`config.mk`:
```
export PLATFORM = sky130hd
export DESIGN_NAME = axil_cmd_queue_flat
export DESIGN_NICKNAME = d
export VERILOG_FILES = /design/src/rtl/axil_cmd_queue_if.sv /design/src/rtl/axil_cmd_queue.sv /design/src/flat_wrapper.sv
export SDC_FILE = /design/constraint.sdc
export NUM_CORES = 1
export LEC_CHECK = 0
export ABC_AREA = 0
export BUFFER_PORTS_ARGS = -buffer_cell sky130_fd_sc_hd__buf_2
export CORE_ASPECT_RATIO = 1.1
export CORE_MARGIN = 4
export CORE_UTILIZATION = 47
export DETAILED_ROUTE_END_ITERATION = 6
export HOLD_SLACK_MARGIN = 0.02
export PLACE_DENSITY = 0.64
export RECOVER_POWER = 100
export SYNTH_ARGS = -nofsm -noshare
export SYNTH_HDL_FRONTEND = slang
export SYNTH_SLANG_ARGS = --single-unit
```
`constraint.sdc`:
```
create_clock -name ACLK -period 16.45 [get_ports ACLK]
set_input_delay 1.645 -clock ACLK [delete_from_list [all_inputs] [get_ports ACLK]]
set_output_delay 1.645 -clock ACLK [all_outputs]
set_load 0.01 [all_outputs]
```
`src/rtl/axil_cmd_queue_if.sv`:
```
// Bus bundle for axil_cmd_queue: AXI4-Lite slave port plus the command/valid-ready
// port toward the engine. The slave modport is the register file side.
interface axil_cmd_queue_if #(
  parameter int unsigned NREG = 4
) ();
  logic [31:0]        S_AXI_AWADDR;
  logic               S_AXI_AWVALID;
  logic               S_AXI_AWREADY;
  logic [31:0]        S_AXI_WDATA;
  logic [3:0]         S_AXI_WSTRB;
  logic               S_AXI_WVALID;
  logic               S_AXI_WREADY;
  logic [1:0]         S_AXI_BRESP;
  logic               S_AXI_BVALID;
  logic               S_AXI_BREADY;
  logic [31:0]        S_AXI_ARADDR;
  logic               S_AXI_ARVALID;
  logic               S_AXI_ARREADY;
  logic [31:0]        S_AXI_RDATA;
  logic [1:0]         S_AXI_RRESP;
  logic               S_AXI_RVALID;
  logic               S_AXI_RREADY;
  logic               CONFIG_VALID;
  logic               CONFIG_READY;
  logic [32*NREG-1:0] CONFIG_DATA;
  logic               CONFIG_DONE;
  logic               CONFIG_IRQ;

  modport slave (
    input  S_AXI_AWADDR, S_AXI_AWVALID, S_AXI_WDATA, S_AXI_WSTRB, S_AXI_WVALID,
           S_AXI_BREADY, S_AXI_ARADDR, S_AXI_ARVALID, S_AXI_RREADY,
           CONFIG_READY, CONFIG_DONE,
    output S_AXI_AWREADY, S_AXI_WREADY, S_AXI_BRESP, S_AXI_BVALID,
           S_AXI_ARREADY, S_AXI_RDATA, S_AXI_RRESP, S_AXI_RVALID,
           CONFIG_VALID, CONFIG_DATA, CONFIG_IRQ
  );

  modport master (
    output S_AXI_AWADDR, S_AXI_AWVALID, S_AXI_WDATA, S_AXI_WSTRB, S_AXI_WVALID,
           S_AXI_BREADY, S_AXI_ARADDR, S_AXI_ARVALID, S_AXI_RREADY,
           CONFIG_READY, CONFIG_DONE,
    input  S_AXI_AWREADY, S_AXI_WREADY, S_AXI_BRESP, S_AXI_BVALID,
           S_AXI_ARREADY, S_AXI_RDATA, S_AXI_RRESP, S_AXI_RVALID,
           CONFIG_VALID, CONFIG_DATA, CONFIG_IRQ
  );
endinterface

```
`src/rtl/axil_cmd_queue.sv`:
```
// AXI4-Lite argument register file; a doorbell write to ARG[0] snapshots all
// arguments into a command FIFO drained by the engine, with completion tracking.
module axil_cmd_queue #(
  parameter logic [31:0] ADDR_BASE = 32'h0,
  parameter int unsigned NREG      = 4,
  parameter int unsigned DEPTH     = 4,
  parameter int unsigned ADDR_W    = 8
) (
  input logic             ACLK,
  input logic             ARESETN,
  axil_cmd_queue_if.slave s
);
  localparam int unsigned DATA_W = 32 * NREG;
  localparam int unsigned PTR_W  = $clog2(DEPTH);
  localparam int unsigned CNT_W  = PTR_W + 1;
  localparam int unsigned IDX_W  = ADDR_W - 2;
  localparam logic [1:0] RESP_OKAY   = 2'b00;
  localparam logic [1:0] RESP_SLVERR = 2'b10;

  typedef enum logic [1:0] {W_IDLE, W_DATA, W_RESP} w_state_t;
  typedef enum logic       {R_IDLE, R_DATA}         r_state_t;
  typedef enum logic [2:0] {K_ARG, K_STATUS, K_CTRL, K_CYCLES, K_BAD} kind_t;

  function automatic kind_t decode(input logic [31:0] addr);
    logic [IDX_W-1:0] idx;
    kind_t            k;
    idx = addr[ADDR_W-1:2];
    k   = K_BAD;
    if (addr[31:ADDR_W] == ADDR_BASE[31:ADDR_W] && addr[1:0] == 2'b00) begin
      if (idx < IDX_W'(NREG))          k = K_ARG;
      else if (idx == IDX_W'(NREG))     k = K_STATUS;
      else if (idx == IDX_W'(NREG + 1)) k = K_CTRL;
      else if (idx == IDX_W'(NREG + 2)) k = K_CYCLES;
    end
    return k;
  endfunction

  function automatic logic [31:0] merge(input logic [31:0] old, input logic [31:0] nw,
                                        input logic [3:0] strb);
    logic [31:0] res;
    for (int b = 0; b < 4; b++) res[8*b +: 8] = strb[b] ? nw[8*b +: 8] : old[8*b +: 8];
    return res;
  endfunction

  w_state_t          w_state_q, w_next;
  r_state_t          r_state_q, r_next;
  logic              awready_q, wready_q, bvalid_q, arready_q, rvalid_q;
  logic              awready_d, wready_d, bvalid_d, arready_d, rvalid_d;
  logic [1:0]        bresp_q, rresp_q, wr_resp_d, rd_resp_d;
  logic [31:0]       awaddr_q, rdata_q, rd_data_d;
  logic [31:0]       arg_q [NREG];
  logic [DATA_W-1:0] mem_q [DEPTH];
  logic [PTR_W-1:0]  wr_ptr_q, rd_ptr_q;
  logic [CNT_W-1:0]  count_q;
  logic [7:0]        outstanding_q;
  logic [31:0]       cyc_cnt_q, cycles_q, status_word, merged0;
  logic              done_q, irq_en_q, irq_q;
  logic              aw_fire, wr_fire, ar_fire, strb_any, is_arg0;
  logic              fifo_full, fifo_empty, push, pop, done_acc, done_clr;
  kind_t             wr_kind, rd_kind;
  logic [IDX_W-1:0]  wr_idx, rd_idx;
  logic [DATA_W-1:0] push_data;

  assign aw_fire    = awready_q && s.S_AXI_AWVALID;
  assign wr_fire    = wready_q && s.S_AXI_WVALID;
  assign ar_fire    = arready_q && s.S_AXI_ARVALID;
  assign wr_kind    = decode(awaddr_q);
  assign rd_kind    = decode(s.S_AXI_ARADDR);
  assign wr_idx     = awaddr_q[ADDR_W-1:2];
  assign rd_idx     = s.S_AXI_ARADDR[ADDR_W-1:2];
  assign strb_any   = |s.S_AXI_WSTRB;
  assign is_arg0    = (wr_kind == K_ARG) && (wr_idx == '0);
  assign fifo_full  = (count_q == CNT_W'(DEPTH));
  assign fifo_empty = (count_q == '0);
  assign merged0    = merge(arg_q[0], s.S_AXI_WDATA, s.S_AXI_WSTRB);
  // Full is judged before any same-cycle pop, so a doorbell into a full FIFO always fails.
  assign push       = wr_fire && is_arg0 && strb_any && !fifo_full;
  assign pop        = !fifo_empty && s.CONFIG_READY;
  assign done_acc   = s.CONFIG_DONE && (outstanding_q != '0);
  assign done_clr   = wr_fire && (wr_kind == K_STATUS) && strb_any && s.S_AXI_WDATA[16];
  assign status_word = 32'({done_q, outstanding_q, 1'b0, fifo_empty, fifo_full, 5'(count_q)});

  always_comb begin
    push_data = '0;
    for (int unsigned i = 0; i < NREG; i++)
      push_data[32*i +: 32] = (i == 0) ? merged0 : arg_q[i];
  end

  // Write channel FSM; handshake outputs are registered from the next state.
  always_comb begin
    w_next    = w_state_q;
    awready_d = 1'b0;
    wready_d  = 1'b0;
    bvalid_d  = 1'b0;
    case (w_state_q)
      W_IDLE:  if (aw_fire) w_next = W_DATA;
      W_DATA:  if (wr_fire) w_next = W_RESP;
      W_RESP:  if (s.S_AXI_BREADY) w_next = W_IDLE;
      default: w_next = W_IDLE;
    endcase
    awready_d = (w_next == W_IDLE);
    wready_d  = (w_next == W_DATA);
    bvalid_d  = (w_next == W_RESP);
  end

  always_comb begin
    wr_resp_d = RESP_OKAY;
    if (wr_kind == K_BAD || wr_kind == K_CYCLES || (is_arg0 && strb_any && fifo_full))
      wr_resp_d = RESP_SLVERR;
  end

  // Read channel FSM and read-data mux.
  always_comb begin
    r_next    = r_state_q;
    arready_d = 1'b0;
    rvalid_d  = 1'b0;
    case (r_state_q)
      R_IDLE:  if (ar_fire) r_next = R_DATA;
      R_DATA:  if (s.S_AXI_RREADY) r_next = R_IDLE;
      default: r_next = R_IDLE;
    endcase
    arready_d = (r_next == R_IDLE);
    rvalid_d  = (r_next == R_DATA);
  end

  always_comb begin
    rd_data_d = '0;
    rd_resp_d = RESP_OKAY;
    case (rd_kind)
      K_ARG: begin
        for (int unsigned i = 0; i < NREG; i++)
          if (rd_idx == IDX_W'(i)) rd_data_d = arg_q[i];
      end
      K_STATUS: rd_data_d = status_word;
      K_CTRL:   rd_data_d = 32'(irq_en_q);
      K_CYCLES: rd_data_d = cycles_q;
      default:  rd_resp_d = RESP_SLVERR;
    endcase
  end

  always_ff @(posedge ACLK or negedge ARESETN) begin
    if (!ARESETN) begin
      w_state_q <= W_IDLE;
      r_state_q <= R_IDLE;
      awready_q <= 1'b0;
      wready_q  <= 1'b0;
      bvalid_q  <= 1'b0;
      arready_q <= 1'b0;
      rvalid_q  <= 1'b0;
      bresp_q   <= RESP_OKAY;
      rresp_q   <= RESP_OKAY;
      rdata_q   <= '0;
      awaddr_q  <= '0;
    end else begin
      w_state_q <= w_next;
      r_state_q <= r_next;
      awready_q <= awready_d;
      wready_q  <= wready_d;
      bvalid_q  <= bvalid_d;
      arready_q <= arready_d;
      rvalid_q  <= rvalid_d;
      if (aw_fire) awaddr_q <= s.S_AXI_AWADDR;
      if (wr_fire) bresp_q <= wr_resp_d;
      if (ar_fire) begin
        rdata_q <= rd_data_d;
        rresp_q <= rd_resp_d;
      end
    end
  end

  // Register file, FIFO bookkeeping and completion tracking.
  always_ff @(posedge ACLK or negedge ARESETN) begin
    if (!ARESETN) begin
      for (int unsigned i = 0; i < NREG; i++) arg_q[i] <= '0;
      wr_ptr_q      <= '0;
      rd_ptr_q      <= '0;
      count_q       <= '0;
      outstanding_q <= '0;
      cyc_cnt_q     <= '0;
      cycles_q      <= '0;
      done_q        <= 1'b0;
      irq_en_q      <= 1'b0;
      irq_q         <= 1'b0;
    end else begin
      if (wr_fire && wr_kind == K_ARG) begin
        for (int unsigned i = 0; i < NREG; i++)
          if (wr_idx == IDX_W'(i) && (i != 0 || push))
            arg_q[i] <= merge(arg_q[i], s.S_AXI_WDATA, s.S_AXI_WSTRB);
      end
      if (wr_fire && wr_kind == K_CTRL && s.S_AXI_WSTRB[0]) irq_en_q <= s.S_AXI_WDATA[0];
      if (push) wr_ptr_q <= wr_ptr_q + PTR_W'(1);
      if (pop)  rd_ptr_q <= rd_ptr_q + PTR_W'(1);
      case ({push, pop})
        2'b10:   count_q <= count_q + CNT_W'(1);
        2'b01:   count_q <= count_q - CNT_W'(1);
        default: ;
      endcase
      case ({pop, done_acc})
        2'b10:   if (outstanding_q != 8'hFF) outstanding_q <= outstanding_q + 8'd1;
        2'b01:   outstanding_q <= outstanding_q - 8'd1;
        default: ;
      endcase
      if (done_acc) begin
        cycles_q  <= cyc_cnt_q + 32'd1;
        cyc_cnt_q <= '0;
      end else if (outstanding_q != '0) begin
        cyc_cnt_q <= cyc_cnt_q + 32'd1;
      end
      // A completion in the same cycle as a W1C wins, so done stays set.
      if (done_acc)      done_q <= 1'b1;
      else if (done_clr) done_q <= 1'b0;
      irq_q <= irq_en_q && done_q;
    end
  end

  always_ff @(posedge ACLK) begin
    if (push) mem_q[wr_ptr_q] <= push_data;
  end

  assign s.S_AXI_AWREADY = awready_q;
  assign s.S_AXI_WREADY  = wready_q;
  assign s.S_AXI_BVALID  = bvalid_q;
  assign s.S_AXI_BRESP   = bresp_q;
  assign s.S_AXI_ARREADY = arready_q;
  assign s.S_AXI_RVALID  = rvalid_q;
  assign s.S_AXI_RDATA   = rdata_q;
  assign s.S_AXI_RRESP   = rresp_q;
  assign s.CONFIG_VALID  = !fifo_empty;
  assign s.CONFIG_DATA   = fifo_empty ? '0 : mem_q[rd_ptr_q];
  assign s.CONFIG_IRQ    = irq_q;
endmodule

```
`src/flat_wrapper.sv`:
```
// flat-port wrapper written by rule: the top's interface ports become plain ports
module axil_cmd_queue_flat 
#(
  parameter logic [31:0] ADDR_BASE = 32'h0,
  parameter int unsigned NREG      = 4,
  parameter int unsigned DEPTH     = 4,
  parameter int unsigned ADDR_W    = 8
)
  (ACLK, ARESETN, s_S_AXI_AWADDR, s_S_AXI_AWVALID, s_S_AXI_WDATA, s_S_AXI_WSTRB, s_S_AXI_WVALID, s_S_AXI_BREADY, s_S_AXI_ARADDR, s_S_AXI_ARVALID, s_S_AXI_RREADY, s_CONFIG_READY, s_CONFIG_DONE, s_S_AXI_AWREADY, s_S_AXI_WREADY, s_S_AXI_BRESP, s_S_AXI_BVALID, s_S_AXI_ARREADY, s_S_AXI_RDATA, s_S_AXI_RRESP, s_S_AXI_RVALID, s_CONFIG_VALID, s_CONFIG_DATA, s_CONFIG_IRQ);
  axil_cmd_queue_if #(.NREG(NREG)) s_i ();
  input logic ACLK;
  input logic ARESETN;
  input wire logic [$bits(s_i.S_AXI_AWADDR)-1:0] s_S_AXI_AWADDR;
  input wire logic [$bits(s_i.S_AXI_AWVALID)-1:0] s_S_AXI_AWVALID;
  input wire logic [$bits(s_i.S_AXI_WDATA)-1:0] s_S_AXI_WDATA;
  input wire logic [$bits(s_i.S_AXI_WSTRB)-1:0] s_S_AXI_WSTRB;
  input wire logic [$bits(s_i.S_AXI_WVALID)-1:0] s_S_AXI_WVALID;
  input wire logic [$bits(s_i.S_AXI_BREADY)-1:0] s_S_AXI_BREADY;
  input wire logic [$bits(s_i.S_AXI_ARADDR)-1:0] s_S_AXI_ARADDR;
  input wire logic [$bits(s_i.S_AXI_ARVALID)-1:0] s_S_AXI_ARVALID;
  input wire logic [$bits(s_i.S_AXI_RREADY)-1:0] s_S_AXI_RREADY;
  input wire logic [$bits(s_i.CONFIG_READY)-1:0] s_CONFIG_READY;
  input wire logic [$bits(s_i.CONFIG_DONE)-1:0] s_CONFIG_DONE;
  output wire logic [$bits(s_i.S_AXI_AWREADY)-1:0] s_S_AXI_AWREADY;
  output wire logic [$bits(s_i.S_AXI_WREADY)-1:0] s_S_AXI_WREADY;
  output wire logic [$bits(s_i.S_AXI_BRESP)-1:0] s_S_AXI_BRESP;
  output wire logic [$bits(s_i.S_AXI_BVALID)-1:0] s_S_AXI_BVALID;
  output wire logic [$bits(s_i.S_AXI_ARREADY)-1:0] s_S_AXI_ARREADY;
  output wire logic [$bits(s_i.S_AXI_RDATA)-1:0] s_S_AXI_RDATA;
  output wire logic [$bits(s_i.S_AXI_RRESP)-1:0] s_S_AXI_RRESP;
  output wire logic [$bits(s_i.S_AXI_RVALID)-1:0] s_S_AXI_RVALID;
  output wire logic [$bits(s_i.CONFIG_VALID)-1:0] s_CONFIG_VALID;
  output wire logic [$bits(s_i.CONFIG_DATA)-1:0] s_CONFIG_DATA;
  output wire logic [$bits(s_i.CONFIG_IRQ)-1:0] s_CONFIG_IRQ;
  assign s_i.S_AXI_AWADDR = s_S_AXI_AWADDR;
  assign s_i.S_AXI_AWVALID = s_S_AXI_AWVALID;
  assign s_i.S_AXI_WDATA = s_S_AXI_WDATA;
  assign s_i.S_AXI_WSTRB = s_S_AXI_WSTRB;
  assign s_i.S_AXI_WVALID = s_S_AXI_WVALID;
  assign s_i.S_AXI_BREADY = s_S_AXI_BREADY;
  assign s_i.S_AXI_ARADDR = s_S_AXI_ARADDR;
  assign s_i.S_AXI_ARVALID = s_S_AXI_ARVALID;
  assign s_i.S_AXI_RREADY = s_S_AXI_RREADY;
  assign s_i.CONFIG_READY = s_CONFIG_READY;
  assign s_i.CONFIG_DONE = s_CONFIG_DONE;
  assign s_S_AXI_AWREADY = s_i.S_AXI_AWREADY;
  assign s_S_AXI_WREADY = s_i.S_AXI_WREADY;
  assign s_S_AXI_BRESP = s_i.S_AXI_BRESP;
  assign s_S_AXI_BVALID = s_i.S_AXI_BVALID;
  assign s_S_AXI_ARREADY = s_i.S_AXI_ARREADY;
  assign s_S_AXI_RDATA = s_i.S_AXI_RDATA;
  assign s_S_AXI_RRESP = s_i.S_AXI_RRESP;
  assign s_S_AXI_RVALID = s_i.S_AXI_RVALID;
  assign s_CONFIG_VALID = s_i.CONFIG_VALID;
  assign s_CONFIG_DATA = s_i.CONFIG_DATA;
  assign s_CONFIG_IRQ = s_i.CONFIG_IRQ;
  axil_cmd_queue #(.ADDR_BASE(ADDR_BASE), .NREG(NREG), .DEPTH(DEPTH), .ADDR_W(ADDR_W)) u_core (.ACLK(ACLK), .ARESETN(ARESETN), .s(s_i));
endmodule
```
==> flow_summary_export.csv <==
group,metric,value,unit
placement,place.gp.congestion,0.817,
logic_synthesis,synth_edf_count,512,
global_routing,grt_pass1_vias,19500,
power,power.leakage,13.5,nW
sta,setup_violations,0,
sta,slew_viol_final,927,
critical_path,startpoint_type,"primary input",
logic_synthesis,yosysWarnings,0,
critical_path,reg2reg_depth,6,
layout,nets,2419,
logic_synthesis,ys_seq_elements,795,
critical_path,cpMostUsedCell,"clkbuf_1",
route,drtIter0Drc,1658,
route,drtAntennaViolNets,0,
sta,skew,0.0238,ns
critical_path,slowest_stage,"clkbuf_1",
cts,cts_buffers,79,
logic_synthesis,async_reset_ff_share,35.6,%
placement,dp_hpwl,55.2,mm
die,start_util,47.6,%
logic_synthesis,netlist_area,33000,µm²
sta,fmax,106,MHz
sta,finalCriticalPeriod,9.47,ns
logic_synthesis,synth_compound_area_share,4.57,%
route,vias,19000,
route,drtPass1Iterations,6,
min_path,hold_depth,2,
cts,cts_tree,"done",
sta,finalSetupTns,0,ns
logic_synthesis,synth_area_per_cell,16.3,µm²
die,coreArea,69400,µm²
power,p_per_area,144,nW/µm²
logic_synthesis,synth.area.top_cells,"edfxtp_1 (47%), dfrtp_1 (21%), mux4_2 (8.8%)",
global_routing,grt_usage,22.2,%
critical_path,crit_family,"buffers and inverters",
placement,placed_area,35400,µm²
logic_synthesis,ys_types,55,
critical_path,critPathCaptureType,"asynchronous set/reset pin",
global_routing,grt_max_degree,100,
cts,clock_path_buffers,3,
run_status,violations,"capacitance limit, slew limit",
route,drc,0,
logic_synthesis,synthXorXnorAreaFrac,0.954,%
logic_synthesis,yosys.area_share.simple,7.28,%
sta,worst_slew_pin_slew,5.49,ns
sta,hold_ws,0.477,ns
sta,relSlewSlack,-266,%
critical_path,r2r_slack,8.03,ns
logic_synthesis,netlist.area_leader.share,46.5,%
logic_synthesis,synth_top_family_by_area,"multiplexers",
layout,drive_above_1_share,25.5,%
die,fp.dieW,261,µm
critical_path,r2r-start,"u_core.awaddr_q[27]",
run_status,status,"finished with violations",
route,viasPerCell,5.78,
cts,cts_sinks,795,
logic_synthesis,yosysTopAreaCell,"edfxtp_1",
die,die_h,286,µm
min_path,worstHoldStart,"u_core.cycles_q[8]",
cts,htreeDepth,3,
route,routed_wl,83.2,mm
logic_synthesis,synth_mux_area_share,17.0,%
route,avgRoutedWirePerCell,25.3,µm
cts,clock_tree.root_cell,"clkbuf_16",
critical_path,path_cells,"clkbuf_1 -> clkbuf_1",
critical_path,cp_data_required_time,15.61,ns
die,io_pins,280,
cts,insertion_delay,0.63,ns
critical_path,cpPeakStageDelay,3.72,ns
power,max-vdd-ir-drop,114,µV
sta,finalHoldViolCount,0,
cts,hold_buffers,0,
die,fp-row-count,101,
critical_path,path_buf_inv,2,
placement,port_buffers,277,
logic_synthesis,postSynthCellCount,2026,
cts,cts_setup_buffers,0,
min_path,hold_end,"u_core.cycles_q[8]",
min_path,hold_path.class,"flip-flop to flip-flop",
job,drv_cap,28,
die,dieArea,74600,µm²
cts,cts_resized,0,
critical_path,arrival,8.64,ns
global_routing,gr-total-overflow,0,
layout,area_growth,13.8,%
sta,period_share,57.6,%
layout,final_area,37600,µm²
global_routing,antenna_found_initial,9,
global_routing,grt_first_pass_wirelength,125,mm
sta,rsz0062_at_grt,"no",
logic_synthesis,ys.flop_type,"edfxtp_1",
logic_synthesis,ys_seq_area_share,68.0,%
critical_path,path_class,"primary input to asynchronous set/reset pin",
logic_synthesis,synth_fa_ha_area_share,0.576,%
critical_path,r2r_end,"u_core.mem_q[1][63]",
cts,clk_pin_slew,0.06,ns
critical_path,critPathMaxFanout,99,
[logic make-up after synthesis]
logic type / count (synthesis)
and+or+nand+nor: 445
xor gates and xnor gates: 36
DFF: 795
buffers and inverters: 133
muxes: 375
AOI/OAI and AO/OA: 227
other: 1
adders and majority gates: 14
[cell usage after synthesis (all sizes together) (3+ instances only)]
library cell,n
nor3,11
dfrtp,283
nor4,29
and3,4
or4,5
o221a,31
buf,31
mux2i,42
and2,136
mux2,204
nand4,19
a22oi,33
xnor2,11
edfxtp,512
mux4,129
nand3,26
inv,19
a31oi,11
xor2,25
o211ai,4
nor2,50
o21ai,105
ha,12
nand2,145
o21a,3
nor2b,6
o31ai,11
or3,7
clkbuf,82
a21oi,17
[worst register-to-register path, delay by kind of cell (launching register included)]
family                 cells  cell delay [ns]
AND/OR/NAND/NOR            5             6.31
flip-flops                 1             0.38
buffers and inverters      1             1.25
[worst max path at each step]
stage                       startpoint                   to  slack [ns]  cells past startpoint
finish                         ARESETN   u_core.rd_ptr_q[1]        6.98                      2
global route                   ARESETN   u_core.rd_ptr_q[1]        5.17                      2
CTS                 u_core.rd_ptr_q[0]    s_CONFIG_DATA[97]       10.21                      5
detailed placement    s_S_AXI_WSTRB[1]  u_core.mem_q[1][28]       10.69                      7
global placement      s_S_AXI_WSTRB[3]  u_core.mem_q[3][36]       10.79                      7
floorplan             s_S_AXI_WSTRB[0]   u_core.mem_q[0][0]       10.31                      7
[registers in the layout (all words and copies together), names as in the netlist, 3 cells and up]
name and flops:
u_core.arg_q 128, u_core.awaddr_q 32, u_core.count_q 3, u_core.cyc_cnt_q 32, u_core.cycles_q 32, u_core.mem_q 512, u_core.outstanding_q 8, u_core.s.S_AXI_RDATA 32
[final cells by class]
| cell class | count | area, µm² |
|---|---|---|
| clock buffers | 100 | 2120 |
| fillers | 5620 | 31800 |
| flip-flops and latches | 795 | 22500 |
| well taps | 927 | 1160 |
| multi-input cells | 1099 | 9950 |
| repair buffers | 301 | 1370 |
| inverters | 20 | 75.1 |
| clock inverters | 47 | 474 |
| diodes | 5 | 12.5 |
[metrics by stage]
step	setup WS [ns]	power (mW)	cells	utilization [%]
4_1_cts	10.21	5.52	3289	54.7
3_5_place_dp	10.69	3.73	3142	51.0
2_1_floorplan	10.31	3.20	2027	-
6_report	6.98	5.41	3294	54.2
5_1_grt	5.17	5.67	3290	54.2
3_3_place_gp	10.79	3.71	3142	51.0
[routing by layer]
layer	vias up	track usage, %	routed length, µm
met5	-	1.39	208
met4	12	8.44	2840
met3	144	4.51	6560
met2	718	34.7	39200
met1	9836	31.0	34300
li1	8339	-	-
[cell usage in the layout, fill, tap and decap left out, types with 5 or more instances in the layout]
cell / synthesis / layout
nor2_1: 50 / 49
buf_4: 3 / 15
clkinvlp_4: 0 / 6
or3_1: 7 / 7
nor2b_1: 6 / 6
a22oi_1: 33 / 33
and2_1: 136 / 88
mux2_2: 200 / 158
and2_0: 0 / 48
nand2_1: 145 / 145
clkinv_1: 1 / 12
ha_1: 12 / 12
o221a_2: 31 / 25
nor3_1: 10 / 9
a31oi_1: 11 / 11
o31ai_1: 11 / 11
inv_1: 19 / 19
nand4_1: 19 / 19
nor4_1: 19 / 28
edfxtp_1: 512 / 512
clkbuf_16: 0 / 80
mux4_2: 129 / 129
o221a_1: 0 / 6
mux2i_1: 42 / 42
xnor2_1: 11 / 11
buf_2: 18 / 148
xor2_1: 25 / 25
bufinv_16: 0 / 7
dfrtp_1: 283 / 282
o21ai_0: 102 / 104
mux2_1: 4 / 46
nand3_1: 26 / 26
a21oi_1: 17 / 17
or4_1: 5 / 5
clkbuf_1: 82 / 154
diode_2: 0 / 5
clkinv_2: 0 / 16
[power breakdown]
part           leakage, nW  internal, mW  total [mW]  switching, mW
Combinational         4.20         0.627        1.30          0.676
Clock                 1.26          1.03        1.80          0.765
Sequential            8.07          2.18        2.31          0.131
Total                 13.5          3.84        5.41           1.57
No activity file was read; power rests on OpenSTA's default activity.
